### src/rtl/id_ex_decode_pkg.sv
// Shared RV32I decode constants: opcodes, funct3 codes, ALU control encodings
// and the registered ID/EX entry layout.
package id_ex_decode_pkg;

  // 7-bit major opcodes
  localparam logic [6:0] OPC_LUI    = 7'b0110111;
  localparam logic [6:0] OPC_AUIPC  = 7'b0010111;
  localparam logic [6:0] OPC_JAL    = 7'b1101111;
  localparam logic [6:0] OPC_JALR   = 7'b1100111;
  localparam logic [6:0] OPC_BRANCH = 7'b1100011;
  localparam logic [6:0] OPC_LOAD   = 7'b0000011;
  localparam logic [6:0] OPC_STORE  = 7'b0100011;
  localparam logic [6:0] OPC_OP_IMM = 7'b0010011;
  localparam logic [6:0] OPC_OP     = 7'b0110011;
  localparam logic [6:0] OPC_SYSTEM = 7'b1110011;

  // funct3 codes
  localparam logic [2:0] F3_ADD_SUB = 3'b000;
  localparam logic [2:0] F3_SLL     = 3'b001;
  localparam logic [2:0] F3_SLT     = 3'b010;
  localparam logic [2:0] F3_SLTU    = 3'b011;
  localparam logic [2:0] F3_XOR     = 3'b100;
  localparam logic [2:0] F3_SRL_SRA = 3'b101;
  localparam logic [2:0] F3_OR      = 3'b110;
  localparam logic [2:0] F3_AND     = 3'b111;
  localparam logic [2:0] F3_CSRRW   = 3'b001;
  localparam logic [2:0] F3_CSRRWI  = 3'b101;

  // funct7 codes for shifts
  localparam logic [6:0] F7_BASE = 7'b0000000;
  localparam logic [6:0] F7_ALT  = 7'b0100000;

  // 4-bit ALU control encodings
  localparam logic [3:0] ALU_ADD    = 4'd0;
  localparam logic [3:0] ALU_SUB    = 4'd1;
  localparam logic [3:0] ALU_SLL    = 4'd2;
  localparam logic [3:0] ALU_SLT    = 4'd3;
  localparam logic [3:0] ALU_SLTU   = 4'd4;
  localparam logic [3:0] ALU_XOR    = 4'd5;
  localparam logic [3:0] ALU_OR     = 4'd6;
  localparam logic [3:0] ALU_AND    = 4'd7;
  localparam logic [3:0] ALU_SRL    = 4'd8;
  localparam logic [3:0] ALU_SRA    = 4'd9;
  localparam logic [3:0] ALU_PASS_A = 4'd11;
  localparam logic [3:0] ALU_PASS_B = 4'd12;

  // One registered ID/EX entry
  typedef struct packed {
    logic        valid;
    logic [31:0] inst;
    logic [31:0] pc;
    logic [3:0]  alu_ctr;
    logic        a_sel;
    logic        b_sel;
    logic [31:0] imm;
    logic [4:0]  rs1;
    logic [4:0]  rs2;
    logic [4:0]  rd;
    logic        reg_wen;
    logic        mem_ren;
    logic        mem_wen;
    logic        br;
    logic        jmp;
    logic        csr_wen;
    logic        illegal;
  } ex_entry_t;

  // Bubble: everything cleared except the reported instruction word
  function automatic ex_entry_t bubble_entry(input logic [31:0] nop);
    ex_entry_t e;
    e      = '0;
    e.inst = nop;
    return e;
  endfunction

  // funct3 -> ALU op for register/immediate arithmetic; alt selects sub/sra
  function automatic logic [3:0] alu_from_funct3(input logic [2:0] f3, input logic alt);
    logic [3:0] op;
    case (f3)
      F3_ADD_SUB: op = alt ? ALU_SUB : ALU_ADD;
      F3_SLL:     op = ALU_SLL;
      F3_SLT:     op = ALU_SLT;
      F3_SLTU:    op = ALU_SLTU;
      F3_XOR:     op = ALU_XOR;
      F3_SRL_SRA: op = alt ? ALU_SRA : ALU_SRL;
      F3_OR:      op = ALU_OR;
      default:    op = ALU_AND;
    endcase
    return op;
  endfunction

endpackage

### src/rtl/id_ex_decode_if.sv
// ID -> EX decode bundle. master drives the instruction side, slave is the
// decode/pipeline register that produces the EX-stage entry.
interface id_ex_decode_if;
  logic        stall;
  logic        flush;
  logic        inst_valid_in;
  logic [31:0] inst_in;
  logic [31:0] pc_in;

  logic        valid_out;
  logic [31:0] inst_out;
  logic [31:0] pc_out;
  logic [3:0]  alu_ctr;
  logic        a_sel;
  logic        b_sel;
  logic [31:0] imm;
  logic [4:0]  rs1;
  logic [4:0]  rs2;
  logic [4:0]  rd;
  logic        reg_wen;
  logic        mem_ren;
  logic        mem_wen;
  logic        br;
  logic        jmp;
  logic        csr_wen;
  logic        illegal;

  modport master (
    output stall, flush, inst_valid_in, inst_in, pc_in,
    input  valid_out, inst_out, pc_out, alu_ctr, a_sel, b_sel, imm,
           rs1, rs2, rd, reg_wen, mem_ren, mem_wen, br, jmp, csr_wen, illegal
  );

  modport slave (
    input  stall, flush, inst_valid_in, inst_in, pc_in,
    output valid_out, inst_out, pc_out, alu_ctr, a_sel, b_sel, imm,
           rs1, rs2, rd, reg_wen, mem_ren, mem_wen, br, jmp, csr_wen, illegal
  );
endinterface

### src/rtl/imm_gen.sv
// RV32I immediate generator: selects I/S/B/U/J format from the opcode.
// Shift-immediates carry only the shamt; CSR immediate forms carry zimm.
module imm_gen
  import id_ex_decode_pkg::*;
(
  input  logic [31:0] inst,
  output logic [31:0] imm
);

  logic [6:0] opcode;
  logic [2:0] funct3;

  assign opcode = inst[6:0];
  assign funct3 = inst[14:12];

  // Format select by opcode
  always_comb begin
    imm = '0;
    case (opcode)
      OPC_OP_IMM: begin
        if (funct3 == F3_SLL || funct3 == F3_SRL_SRA)
          imm = {27'd0, inst[24:20]};
        else
          imm = {{20{inst[31]}}, inst[31:20]};
      end
      OPC_LOAD, OPC_JALR:
        imm = {{20{inst[31]}}, inst[31:20]};
      OPC_STORE:
        imm = {{20{inst[31]}}, inst[31:25], inst[11:7]};
      OPC_BRANCH:
        imm = {{19{inst[31]}}, inst[31], inst[7], inst[30:25], inst[11:8], 1'b0};
      OPC_LUI, OPC_AUIPC:
        imm = {inst[31:12], 12'd0};
      OPC_JAL:
        imm = {{11{inst[31]}}, inst[31], inst[19:12], inst[20], inst[30:21], 1'b0};
      OPC_SYSTEM: begin
        if (funct3[2])
          imm = {27'd0, inst[19:15]};
        else
          imm = {{20{inst[31]}}, inst[31:20]};
      end
      default: imm = '0;
    endcase
  end

endmodule

### src/rtl/id_ex_decode.sv
// ID/EX decode stage: combinational RV32I decode of inst_in, registered into
// a single EX-stage entry with 1-cycle latency.
// Edge priority: rst > flush > stall > load.
module id_ex_decode
  import id_ex_decode_pkg::*;
#(
  parameter logic [31:0] NOP_INST = 32'h0000_0013
)(
  input logic         clk,
  input logic         rst,
  id_ex_decode_if.slave bus
);

  logic [6:0]  opcode;
  logic [2:0]  funct3;
  logic [6:0]  funct7;
  logic [31:0] imm_w;
  ex_entry_t   dec;
  ex_entry_t   entry;

  assign opcode = bus.inst_in[6:0];
  assign funct3 = bus.inst_in[14:12];
  assign funct7 = bus.inst_in[31:25];

  imm_gen u_imm_gen (
    .inst (bus.inst_in),
    .imm  (imm_w)
  );

  // Decode the incoming instruction into a candidate entry
  always_comb begin
    dec         = '0;
    dec.valid   = 1'b1;
    dec.inst    = bus.inst_in;
    dec.pc      = bus.pc_in;
    dec.imm     = imm_w;
    dec.rs1     = bus.inst_in[19:15];
    dec.rs2     = bus.inst_in[24:20];
    dec.rd      = bus.inst_in[11:7];
    case (opcode)
      OPC_OP: begin
        dec.alu_ctr = alu_from_funct3(funct3, funct7[5]);
        dec.reg_wen = 1'b1;
      end
      OPC_OP_IMM: begin
        dec.b_sel   = 1'b1;
        dec.reg_wen = 1'b1;
        if (funct3 == F3_SLL) begin
          dec.alu_ctr = ALU_SLL;
          dec.illegal = (funct7 != F7_BASE);
        end else if (funct3 == F3_SRL_SRA) begin
          if (funct7 == F7_BASE)     dec.alu_ctr = ALU_SRL;
          else if (funct7 == F7_ALT) dec.alu_ctr = ALU_SRA;
          else                       dec.illegal = 1'b1;
        end else begin
          dec.alu_ctr = alu_from_funct3(funct3, 1'b0);
        end
      end
      OPC_LUI: begin
        dec.alu_ctr = ALU_PASS_B;
        dec.b_sel   = 1'b1;
        dec.reg_wen = 1'b1;
      end
      OPC_AUIPC: begin
        dec.alu_ctr = ALU_ADD;
        dec.a_sel   = 1'b1;
        dec.b_sel   = 1'b1;
        dec.reg_wen = 1'b1;
      end
      OPC_JAL: begin
        dec.alu_ctr = ALU_ADD;
        dec.a_sel   = 1'b1;
        dec.b_sel   = 1'b1;
        dec.jmp     = 1'b1;
        dec.reg_wen = 1'b1;
      end
      OPC_JALR: begin
        dec.alu_ctr = ALU_ADD;
        dec.b_sel   = 1'b1;
        dec.jmp     = 1'b1;
        dec.reg_wen = 1'b1;
      end
      OPC_BRANCH: begin
        dec.alu_ctr = ALU_ADD;
        dec.a_sel   = 1'b1;
        dec.b_sel   = 1'b1;
        dec.br      = 1'b1;
      end
      OPC_LOAD: begin
        dec.alu_ctr = ALU_ADD;
        dec.b_sel   = 1'b1;
        dec.mem_ren = 1'b1;
        dec.reg_wen = 1'b1;
      end
      OPC_STORE: begin
        dec.alu_ctr = ALU_ADD;
        dec.b_sel   = 1'b1;
        dec.mem_wen = 1'b1;
      end
      OPC_SYSTEM: begin
        if (funct3 == F3_CSRRW) begin
          dec.alu_ctr = ALU_PASS_A;
          dec.csr_wen = 1'b1;
          dec.reg_wen = 1'b1;
        end else if (funct3 == F3_CSRRWI) begin
          dec.alu_ctr = ALU_PASS_B;
          dec.b_sel   = 1'b1;
          dec.csr_wen = 1'b1;
          dec.reg_wen = 1'b1;
        end else begin
          dec.illegal = 1'b1;
        end
      end
      default: dec.illegal = 1'b1;
    endcase

    // Illegal encodings keep the entry valid but strip every side effect
    if (dec.illegal) begin
      dec.alu_ctr = ALU_ADD;
      dec.a_sel   = 1'b0;
      dec.b_sel   = 1'b0;
      dec.reg_wen = 1'b0;
      dec.mem_ren = 1'b0;
      dec.mem_wen = 1'b0;
      dec.br      = 1'b0;
      dec.jmp     = 1'b0;
      dec.csr_wen = 1'b0;
    end

    // Writes to x0 are never architecturally visible
    if (dec.rd == 5'd0)
      dec.reg_wen = 1'b0;
  end

  // Pipeline register: reset/flush insert a bubble, stall holds, otherwise load
  always_ff @(posedge clk) begin
    if (rst)
      entry <= bubble_entry(NOP_INST);
    else if (bus.flush)
      entry <= bubble_entry(NOP_INST);
    else if (!bus.stall) begin
      if (bus.inst_valid_in) entry <= dec;
      else                   entry <= bubble_entry(NOP_INST);
    end
  end

  assign bus.valid_out = entry.valid;
  assign bus.inst_out  = entry.inst;
  assign bus.pc_out    = entry.pc;
  assign bus.alu_ctr   = entry.alu_ctr;
  assign bus.a_sel     = entry.a_sel;
  assign bus.b_sel     = entry.b_sel;
  assign bus.imm       = entry.imm;
  assign bus.rs1       = entry.rs1;
  assign bus.rs2       = entry.rs2;
  assign bus.rd        = entry.rd;
  assign bus.reg_wen   = entry.reg_wen;
  assign bus.mem_ren   = entry.mem_ren;
  assign bus.mem_wen   = entry.mem_wen;
  assign bus.br        = entry.br;
  assign bus.jmp       = entry.jmp;
  assign bus.csr_wen   = entry.csr_wen;
  assign bus.illegal   = entry.illegal;

endmodule

### src/flat_wrapper.sv
// flat-port wrapper written by rule: the top's interface ports become plain ports
module id_ex_decode_flat import id_ex_decode_pkg::*;
#(
  parameter logic [31:0] NOP_INST = 32'h0000_0013
)
  (clk, rst, bus_stall, bus_flush, bus_inst_valid_in, bus_inst_in, bus_pc_in, bus_valid_out, bus_inst_out, bus_pc_out, bus_alu_ctr, bus_a_sel, bus_b_sel, bus_imm, bus_rs1, bus_rs2, bus_rd, bus_reg_wen, bus_mem_ren, bus_mem_wen, bus_br, bus_jmp, bus_csr_wen, bus_illegal);
  id_ex_decode_if bus_i ();
  input logic clk;
  input logic rst;
  input wire logic [$bits(bus_i.stall)-1:0] bus_stall;
  input wire logic [$bits(bus_i.flush)-1:0] bus_flush;
  input wire logic [$bits(bus_i.inst_valid_in)-1:0] bus_inst_valid_in;
  input wire logic [$bits(bus_i.inst_in)-1:0] bus_inst_in;
  input wire logic [$bits(bus_i.pc_in)-1:0] bus_pc_in;
  output wire logic [$bits(bus_i.valid_out)-1:0] bus_valid_out;
  output wire logic [$bits(bus_i.inst_out)-1:0] bus_inst_out;
  output wire logic [$bits(bus_i.pc_out)-1:0] bus_pc_out;
  output wire logic [$bits(bus_i.alu_ctr)-1:0] bus_alu_ctr;
  output wire logic [$bits(bus_i.a_sel)-1:0] bus_a_sel;
  output wire logic [$bits(bus_i.b_sel)-1:0] bus_b_sel;
  output wire logic [$bits(bus_i.imm)-1:0] bus_imm;
  output wire logic [$bits(bus_i.rs1)-1:0] bus_rs1;
  output wire logic [$bits(bus_i.rs2)-1:0] bus_rs2;
  output wire logic [$bits(bus_i.rd)-1:0] bus_rd;
  output wire logic [$bits(bus_i.reg_wen)-1:0] bus_reg_wen;
  output wire logic [$bits(bus_i.mem_ren)-1:0] bus_mem_ren;
  output wire logic [$bits(bus_i.mem_wen)-1:0] bus_mem_wen;
  output wire logic [$bits(bus_i.br)-1:0] bus_br;
  output wire logic [$bits(bus_i.jmp)-1:0] bus_jmp;
  output wire logic [$bits(bus_i.csr_wen)-1:0] bus_csr_wen;
  output wire logic [$bits(bus_i.illegal)-1:0] bus_illegal;
  assign bus_i.stall = bus_stall;
  assign bus_i.flush = bus_flush;
  assign bus_i.inst_valid_in = bus_inst_valid_in;
  assign bus_i.inst_in = bus_inst_in;
  assign bus_i.pc_in = bus_pc_in;
  assign bus_valid_out = bus_i.valid_out;
  assign bus_inst_out = bus_i.inst_out;
  assign bus_pc_out = bus_i.pc_out;
  assign bus_alu_ctr = bus_i.alu_ctr;
  assign bus_a_sel = bus_i.a_sel;
  assign bus_b_sel = bus_i.b_sel;
  assign bus_imm = bus_i.imm;
  assign bus_rs1 = bus_i.rs1;
  assign bus_rs2 = bus_i.rs2;
  assign bus_rd = bus_i.rd;
  assign bus_reg_wen = bus_i.reg_wen;
  assign bus_mem_ren = bus_i.mem_ren;
  assign bus_mem_wen = bus_i.mem_wen;
  assign bus_br = bus_i.br;
  assign bus_jmp = bus_i.jmp;
  assign bus_csr_wen = bus_i.csr_wen;
  assign bus_illegal = bus_i.illegal;
  id_ex_decode #(.NOP_INST(NOP_INST)) u_core (.clk(clk), .rst(rst), .bus(bus_i));
endmodule
### config.mk
export PLATFORM = sky130hd
export DESIGN_NAME = id_ex_decode_flat
export DESIGN_NICKNAME = d
export VERILOG_FILES = /design/src/rtl/id_ex_decode_pkg.sv /design/src/rtl/id_ex_decode_if.sv /design/src/rtl/imm_gen.sv /design/src/rtl/id_ex_decode.sv /design/src/flat_wrapper.sv
export SDC_FILE = /design/constraint.sdc
export NUM_CORES = 1
export LEC_CHECK = 0
export BUFFER_PORTS_ARGS = -buffer_cell sky130_fd_sc_hd__clkbuf_2
export CAP_MARGIN = 0
export CORE_MARGIN = 5
export CORE_UTILIZATION = 27
export CTS_CLUSTER_SIZE = 12
export DETAILED_ROUTE_END_ITERATION = 8
export SLEW_MARGIN = 20
export SYNTH_ARGS = -nofsm -noshare
export SYNTH_HDL_FRONTEND = slang
export SYNTH_SLANG_ARGS = --single-unit
### constraint.sdc
create_clock -name clk -period 1.9 [get_ports clk]
set_clock_uncertainty 0.05 [all_clocks]
set_input_delay 0.38 -clock clk [delete_from_list [all_inputs] [get_ports clk]]
set_output_delay 0.38 -clock clk [all_outputs]
set_load 0.03 [all_outputs]
==> results.txt, run 1 <==
----------------------------------------------------
[STA]
  Final hold violation count ... 0
  Achievable Freq ... ~590 MHz
  Final period demand of the worst path ... about 1.7 ns
  Worst Max-Slew Pin Slew ... roughly 0.5 ns
  Final critical-path setup slack ... about 0.20 ns
  Max transition margin ... about two thirds
  Final number of max-transition violations ... 0
  Sum of negative setup slack ... 0 ns
  Setup repair after global routing missed its margin ... false
  Period utilization ... roughly nine tenths
  Final count of negative-setup-slack endpoints ... 0

[Routing]
  Remaining routing DRC violations ... 0
  Routed length per placed instance ... about 17 µm
  Initial DRC Count ... 276
  Number of vias per cell after detailed routing ... 4.86
  Final antenna-violating net count ... 0
  Detailed-router iteration count before antenna repair ... 6
  Total vias in the final route ... ~4.5k
  Total Wirelength ... around 15000 µm

[Logic synthesis]
  Portion of the post-synthesis area used by sequential elements ... about half
  Net count of the mapped netlist ... approximately 560
  Dominant synthesized flop cell ... dfxtp_1
  Async set or reset register ratio after synthesis ... 0%
  Post-synthesis register bit count ... 110
  Synthesized area per cell ... 9.19 µm²
  Post-synth EDFFs ... 0
  Post-Syn Instances ... between 400 and 500
  Combined area of all synthesized cells ... about 4500 µm²
  Number of warning messages in the yosys log ... 0
  Unique cell type count in the Yosys netlist ... between 50 and 60

[Power]
  Total chip power ... just under 5 mW
  Power density over the cells ... 775 nW/µm²
  Total leakage power ... 2.72 nW
  Largest voltage drop on the vdd net ... roughly 0.54 mV

[Setup path]
  Critical Path, Cell by Cell ... clkbuf_2, or4_1, nor3_2, a211o_1, nand3_2, buf_4, o21ai_1
  Arrival time of the worst setup path ... 1.94 ns
  Endpoint kind of the worst setup timing path ... register
  Critical path fanouts, max ... 8
  Critical path type ... primary input to register
  Critical register-to-register path endpoint ... u_core.bus.pc_out[14]
  Crit path required time ... 2.14 ns
  Crit path launch type ... primary input
  Worst reg2reg path startpoint ... u_core.bus.pc_out[14]
  Number of cells traversed by the worst register-to-register path ... 2
  Crit path max-delay cell type ... or4_1
  Largest stage delay, worst path ... around 0.57 ns
  Worst-case register-to-register setup slack ... roughly 1.2 ns

[Hold path]
  Hold path startpoint ... bus_pc_in[21]
  Worst hold path cell count ... 3
  Worst min path class ... primary input to register
  Worst Hold Path EP ... u_core.bus.pc_out[21]

[Layout]
  Fraction of layout instances using a drive strength above 1 ... 40.6%
  Filler cell count ... between 1.5k and 2k
  Syn-to-layout area delta ... 38.9%
  Number of antenna cells inserted ... 0
  Final Non-Filler Cells ... between 900 and 1k
  Final core area utilization ... between 30 and 40%
  Final-stage net count ... around 760

[Global routing]
  Global-route wire length before repair ... 24500 µm
  Congestion Overflow GR ... 0
  Aggregate global-route resource usage ... ~16%
  Pin count of the biggest net entering global routing ... 45
  Vias in the first global route ... 4450
  Initial antenna violation count ... 0

[Die]
  Row count ... between 40 and 50
  Top-level port count ... roughly 190
  CORE AREA ... around 16000 µm²
  Y dimension of the die ... ~140 µm
  Chip Width ... roughly 140 µm
  Effective utilization at floorplan ... a little over a quarter
  Die outline area ... slightly below 20000 µm²

[Clock tree]
  Largest buffer count on any clock path ... 2
  Post-CTS resize count ... 0
  Clock tree from TritonCTS ... built
  Number of buffers added by the clock tree synthesis step ... 9
  Number of hold buffers added after cts ... 0
  Root Driver ... clkbuf_16
  Worst-Skew Late Latency ... ~0.35 ns
  Clock slew at reported path FFs ... ~0.08 ns
  Post-CTS Setup Repair Bufs ... 0
  Max H-tree Level ... 3
  Clock sink total ... between 100 and 150

[Placement]
  Total placed cells including tap cells ... between 900 and 1k
  Detailed placement HPWL ... between 10000 and 15000 µm
  Pre-CTS setup slack ... -0.189 ns
  Routability congestion estimate ... 0.853
  I/O Buffers ... just under 200

[Flow run]
  Max-cap violation count ... 0

[Outcome]
  Run status ... finished, final reports clean

----------------------------------------------------
==> worst max path at each step <==
stage                    start                 end  cells after the start
6_report       bus_inst_in[27]  u_core.bus.reg_wen                      7
5_1_grt        bus_inst_in[27]  u_core.bus.mem_wen                      7
4_1_cts        bus_inst_in[27]  u_core.bus.reg_wen                      7
3_5_place_dp   bus_inst_in[27]  u_core.bus.reg_wen                      7
3_3_place_gp   bus_inst_in[27]  u_core.bus.reg_wen                      7
2_1_floorplan   bus_inst_in[2]    u_core.bus.a_sel                      7
==> layout by cell type (no fill, tap or decap), types with 2 or more instances in the layout <==
| master | n |
|---|---|
| nor2_1 | 67 |
| nand4_1 | 2 |
| and3_1 | 2 |
| a2bb2oi_1 | 9 |
| or4_1 | 2 |
| o22ai_1 | 6 |
| clkinv_4 | 2 |
| o211a_1 | 2 |
| nand2b_1 | 21 |
| buf_4 | 59 |
| nor3_1 | 7 |
| a22o_1 | 10 |
| a21oi_1 | 6 |
| o21ai_1 | 21 |
| or3_1 | 4 |
| dfxtp_1 | 110 |
| clkbuf_2 | 193 |
| buf_12 | 2 |
| a22oi_1 | 61 |
| a32oi_1 | 12 |
| nor2b_1 | 3 |
| a222oi_1 | 4 |
| inv_1 | 7 |
| o21ai_0 | 4 |
| clkinvlp_4 | 3 |
| a211oi_2 | 2 |
| a31oi_1 | 3 |
| nand2_1 | 36 |
| clkbuf_16 | 9 |
==> per-stage QoR <==
stage	hold WS, ns	cell area (µm²)
floorplan	0.451	4460
finish	0.202	6200
CTS	0.187	6200
global route	0.197	6200
global placement	0.387	5900
detailed placement	0.390	5900
==> state kept, by name, indices dropped and copies added, names as in the netlist <==
name,cells
u_core.bus.mem_wen,1
u_core.bus.jmp,1
u_core.bus.rs1,4
u_core.bus.mem_ren,1
u_core.bus.csr_wen,1
u_core.bus.rs2,4
u_core.bus.rd,4
u_core.bus.inst_out,20
u_core.bus.imm,32
u_core.bus.alu_ctr,4
u_core.bus.reg_wen,1
u_core.bus.valid_out,1
u_core.bus.br,1
u_core.bus.pc_out,32
u_core.bus.illegal,1
u_core.bus.b_sel,1
u_core.bus.a_sel,1
==> kinds of logic (layout without fill, tap and decap cells) <==
kind of cell    Yosys count  in the layout  share of synthesized area [%]
flops                   110            110                           49.3
compound gates          155            155                           26.5
simple gates            157            157                           16.8
buf+inv                  64            278                           7.40
==> layer usage <==
metal,track usage [%],share of wire (%),vias to the layer above
met5,0,0,-
met4,2.91,0.92,0
met3,6.07,8.7,7
met2,25.3,45,177
met1,20.4,45,2106
li1,-,-,2177
==> final cells by class <==
| type | count | area, µm² | share of cell area [%] |
|---|---|---|---|
| flip-flops and latches | 110 | 2200 | 35.5 |
| multi-input cells | 312 | 1940 | 31.4 |
| repair buffers | 254 | 1450 | 23.4 |
| well taps | 220 | 275 | 4.44 |
| clock buffers | 9 | 225 | 3.63 |
| clock inverters | 7 | 75.1 | 1.21 |
| inverters | 8 | 30.0 | 0.484 |
==> power breakdown <==
part,switching [mW],internal (mW)
clock network,0.890,1.03
logic,0.336,0.204
registers,0.0174,2.33
==> critical path, delay by kind of cell <==
family	cells	cell delay (ns)
buf+inv	2	0.30
compound gates	2	0.33
simple gates	3	0.94
==> cell usage after synthesis (all sizes together), types with 2 or more instances <==
master / instances / area share, %
inv: 7 / 0.59
a222oi: 4 / 0.90
and3: 2 / 0.28
nand4: 3 / 0.56
nor2b: 4 / 0.56
o22ai: 6 / 0.84
or2: 2 / 0.28
dfxtp: 110 / 49
a21oi: 8 / 1.2
or4: 2 / 0.34
nor3: 8 / 1.0
nor2: 68 / 5.8
or3: 4 / 0.56
nand3: 2 / 0.34
o21ai: 25 / 2.8
a22o: 10 / 2.0
a31oi: 3 / 0.42
a22oi: 61 / 10
nand2b: 21 / 2.9
clkbuf: 28 / 2.4
nand2: 36 / 3.0
a32oi: 12 / 2.4
a2bb2oi: 9 / 1.8
a211oi: 2 / 0.56
o211a: 2 / 0.45
buf: 28 / 4.4
No activity file was read; power rests on OpenSTA's default activity.
==> inputs of run 2 (changes only) <==
--- a/config.mk
+++ b/config.mk
@@ -11,6 +11,7 @@
 export CORE_UTILIZATION = 27
 export CTS_CLUSTER_SIZE = 12
 export DETAILED_ROUTE_END_ITERATION = 8
+export MAX_ROUTING_LAYER = met4
 export SLEW_MARGIN = 20
 export SYNTH_ARGS = -nofsm -noshare
 export SYNTH_HDL_FRONTEND = slang
==> run 2 against run 1 <==
Sequential power about the same. First-iteration DRC count rose by 19%. Register-to-register slack barely moved. Clock power about the same. Die area unchanged. Via count fell by 0.76%. Global-route usage grew 0.48 points. Total power about the same. Hold slack worse by 0.00084 ns. Critical endpoint unchanged. Highest routed layer unchanged.
==> results.txt, run 2 (synthesized netlist as in run 1, its figures left out) <==
----------------------------------------------------
[STA]
  Sum of negative setup slack ... 0 ns (unchanged)
  Final count of negative-setup-slack endpoints ... 0 (unchanged)
  Period utilization ... 89.7% (+0.21 points)
  Achievable Freq ... 586 MHz (-0.23%)
  Max transition margin ... 66.1% (about the same)
  Final number of max-transition violations ... 0 (unchanged)
  Setup repair after global routing missed its margin ... false
  Final hold violation count ... 0 (unchanged)
  Final period demand of the worst path ... 1.71 ns (+0.00393 ns)
  Final critical-path setup slack ... 0.195 ns (-0.00393 ns)
  Worst Max-Slew Pin Slew ... 0.509 ns (+0.000750 ns)
  Final hold slack ... 0.202 ns (-0.000839 ns)

[Global routing]
  Global-route wire length before repair ... 24400 µm (-0.34%)
  Congestion Overflow GR ... 0 (unchanged)
  Aggregate global-route resource usage ... 16.2% (+0.48 points)
  Initial antenna violation count ... 0 (unchanged)
  Vias in the first global route ... 4462 (+0.27%)
  Pin count of the biggest net entering global routing ... 45 (unchanged)

[Setup path]
  Levels on crit path ... 7 (unchanged)
  Largest stage delay, worst path ... 0.57 ns (about the same)
  Arrival time of the worst setup path ... 1.94 ns (about the same)
  Number of cells traversed by the worst register-to-register path ... 2 (unchanged)
  Critical path type ... primary input to register
  Worst Path Buf+Inv ... 2 (unchanged)
  Crit path launch type ... primary input
  Critical path fanouts, max ... 8 (unchanged)
  Crit path required time ... 2.14 ns (about the same)
  Endpoint kind of the worst setup timing path ... register
  Critical Path, Cell by Cell ... clkbuf_2, or4_1, nor3_2, a211o_1, nand3_2, buf_4, o21ai_1
  Crit path max-delay cell type ... or4_1
  Worst path top cell family by delay ... simple AND/OR/NAND/NOR gates

[Die]
  CORE AREA ... 16400 µm² (unchanged)
  Chip Width ... 139 µm (unchanged)
  Die outline area ... 19200 µm² (unchanged)
  Top-level port count ... 194 (unchanged)
  Effective utilization at floorplan ... 27.2% (unchanged)
  Y dimension of the die ... 139 µm (unchanged)
  Row count ... 47 (unchanged)

[Layout]
  Most frequent cells in the layout ... 193 x clkbuf_2, 110 x dfxtp_1, 67 x nor2_1
  Final-stage net count ... 764 (unchanged)
  Syn-to-layout area delta ... 38.9% (unchanged)
  Fraction of layout instances using a drive strength above 1 ... 40.6% (unchanged)
  Number of antenna cells inserted ... 0 (unchanged)
  Commonest non-fill, non-tap cell in the layout ... clkbuf_2
  Final non-filler cell area ... 6200 µm² (unchanged)

[Placement]
  Area after detailed placement ... 5900 µm² (unchanged)
  Detailed placement HPWL ... 11700 µm (unchanged)
  Routability congestion estimate ... 0.866 (+1.6%)
  Pre-CTS setup slack ... -0.189 ns (unchanged)
  I/O Buffers ... 193 (unchanged)

[Clock tree]
  Max H-tree Level ... 3 (unchanged)
  Clock slew at reported path FFs ... 0.08 ns (about the same)
  Post-CTS Setup Repair Bufs ... 0 (unchanged)
  Largest buffer count on any clock path ... 2 (unchanged)
  Clock tree from TritonCTS ... built
  Root Driver ... clkbuf_16
  Post-CTS resize count ... 0 (unchanged)
  Clock sink total ... 110 (unchanged)
  Worst-Skew Late Latency ... 0.35 ns (about the same)
  Number of buffers added by the clock tree synthesis step ... 9 (unchanged)
  Number of hold buffers added after cts ... 0 (unchanged)

[Outcome]
  Run status ... finished, final reports clean

[Hold path]
  Worst min path class ... primary input to register
  Worst hold path cell count ... 3 (unchanged)

[Routing]
  Remaining routing DRC violations ... 0 (unchanged)
  Total vias in the final route ... 4433 (-0.76%)
  Number of vias per cell after detailed routing ... 4.82 (-0.76%)
  Initial DRC Count ... 328 (+19%)
  Total Wirelength ... 15400 µm (+0.12%)
  Routed length per placed instance ... 16.7 µm (+0.12%)
  Final antenna-violating net count ... 0 (unchanged)
  Detailed-router iteration count before antenna repair ... 6 (unchanged)

[Power]
  Gate power share ... 11.2% (about the same)
  Total leakage power ... 2.72 nW (unchanged)
  Switching power total ... 1.24 mW (+0.12%)
  Largest voltage drop on the vdd net ... 0.539 mV (+0.53%)
  Register share of total power ... 48.9% (about the same)
  Part of the total power dissipated in the clock network ... 39.9% (about the same)
  Total chip power ... 4.81 mW (about the same)
  Switching fraction of total power ... 25.9% (about the same)
  Power density over the cells ... 775 nW/µm² (about the same)
  Design internal power ... 3.56 mW (about the same)

[Flow run]
  Max-cap violation count ... 0 (unchanged)

----------------------------------------------------
==> run 2: cell counts in the layout (fill, tap and decap cells not counted) <==
No cell type changed its count.
==> run 2: cell type report <==
class,instances,area [µm²]
well taps,220,275
inverters,8,30.0
repair buffers,254,1450
fillers,1683,10200
clock inverters,7,75.1
multi-input cells,312,1940
clock buffers,9,225
flip-flops and latches,110,2200
==> run 2: worst reg2reg max path, stage by stage, from the launching register on <==
cell	delay, ns
dfxtp_1	0.33
a22oi_1	0.19
nor2_1	0.05
==> run 2: metal layers <==
layer / vias up / track usage (%) / routed length (µm)
met4: 0 / 2.91 / 138
met1: 2090 / 21.2 / 7160
met3: 7 / 4.86 / 1040
li1: 2175 / - / -
met5: - / - / 0
met2: 161 / 25.3 / 7030
==> run 2: worst paths after layout <==
path / from / end / slack, ns
worst max-delay path: bus_inst_in[27] / u_core.bus.reg_wen / 0.19
worst min-delay path: bus_pc_in[21] / u_core.bus.pc_out[21] / 0.20
worst max register to register: u_core.bus.inst_out[19] / u_core.bus.inst_out[19] / 1.15
worst min register to register: u_core.bus.mem_wen / u_core.bus.mem_wen / 0.40
==> run 2: power groups by stage <==
stage / sequential, mW / clock [mW] / combinational (mW)
after floorplan: 2.46 / 0 / 0.230
after global placement: 2.40 / 0 / 0.540
after detailed placement: 2.40 / 0 / 0.540
after CTS: 2.35 / 1.98 / 0.541
after global routing: 2.35 / 2.08 / 0.584
final: 2.35 / 1.92 / 0.539
==> run 2: metrics by stage <==
step	cells	utilization, %
after floorplan	486	-
after global placement	904	36.0
after detailed placement	904	36.0
after CTS	920	37.8
after global routing	920	37.8
final	920	37.8
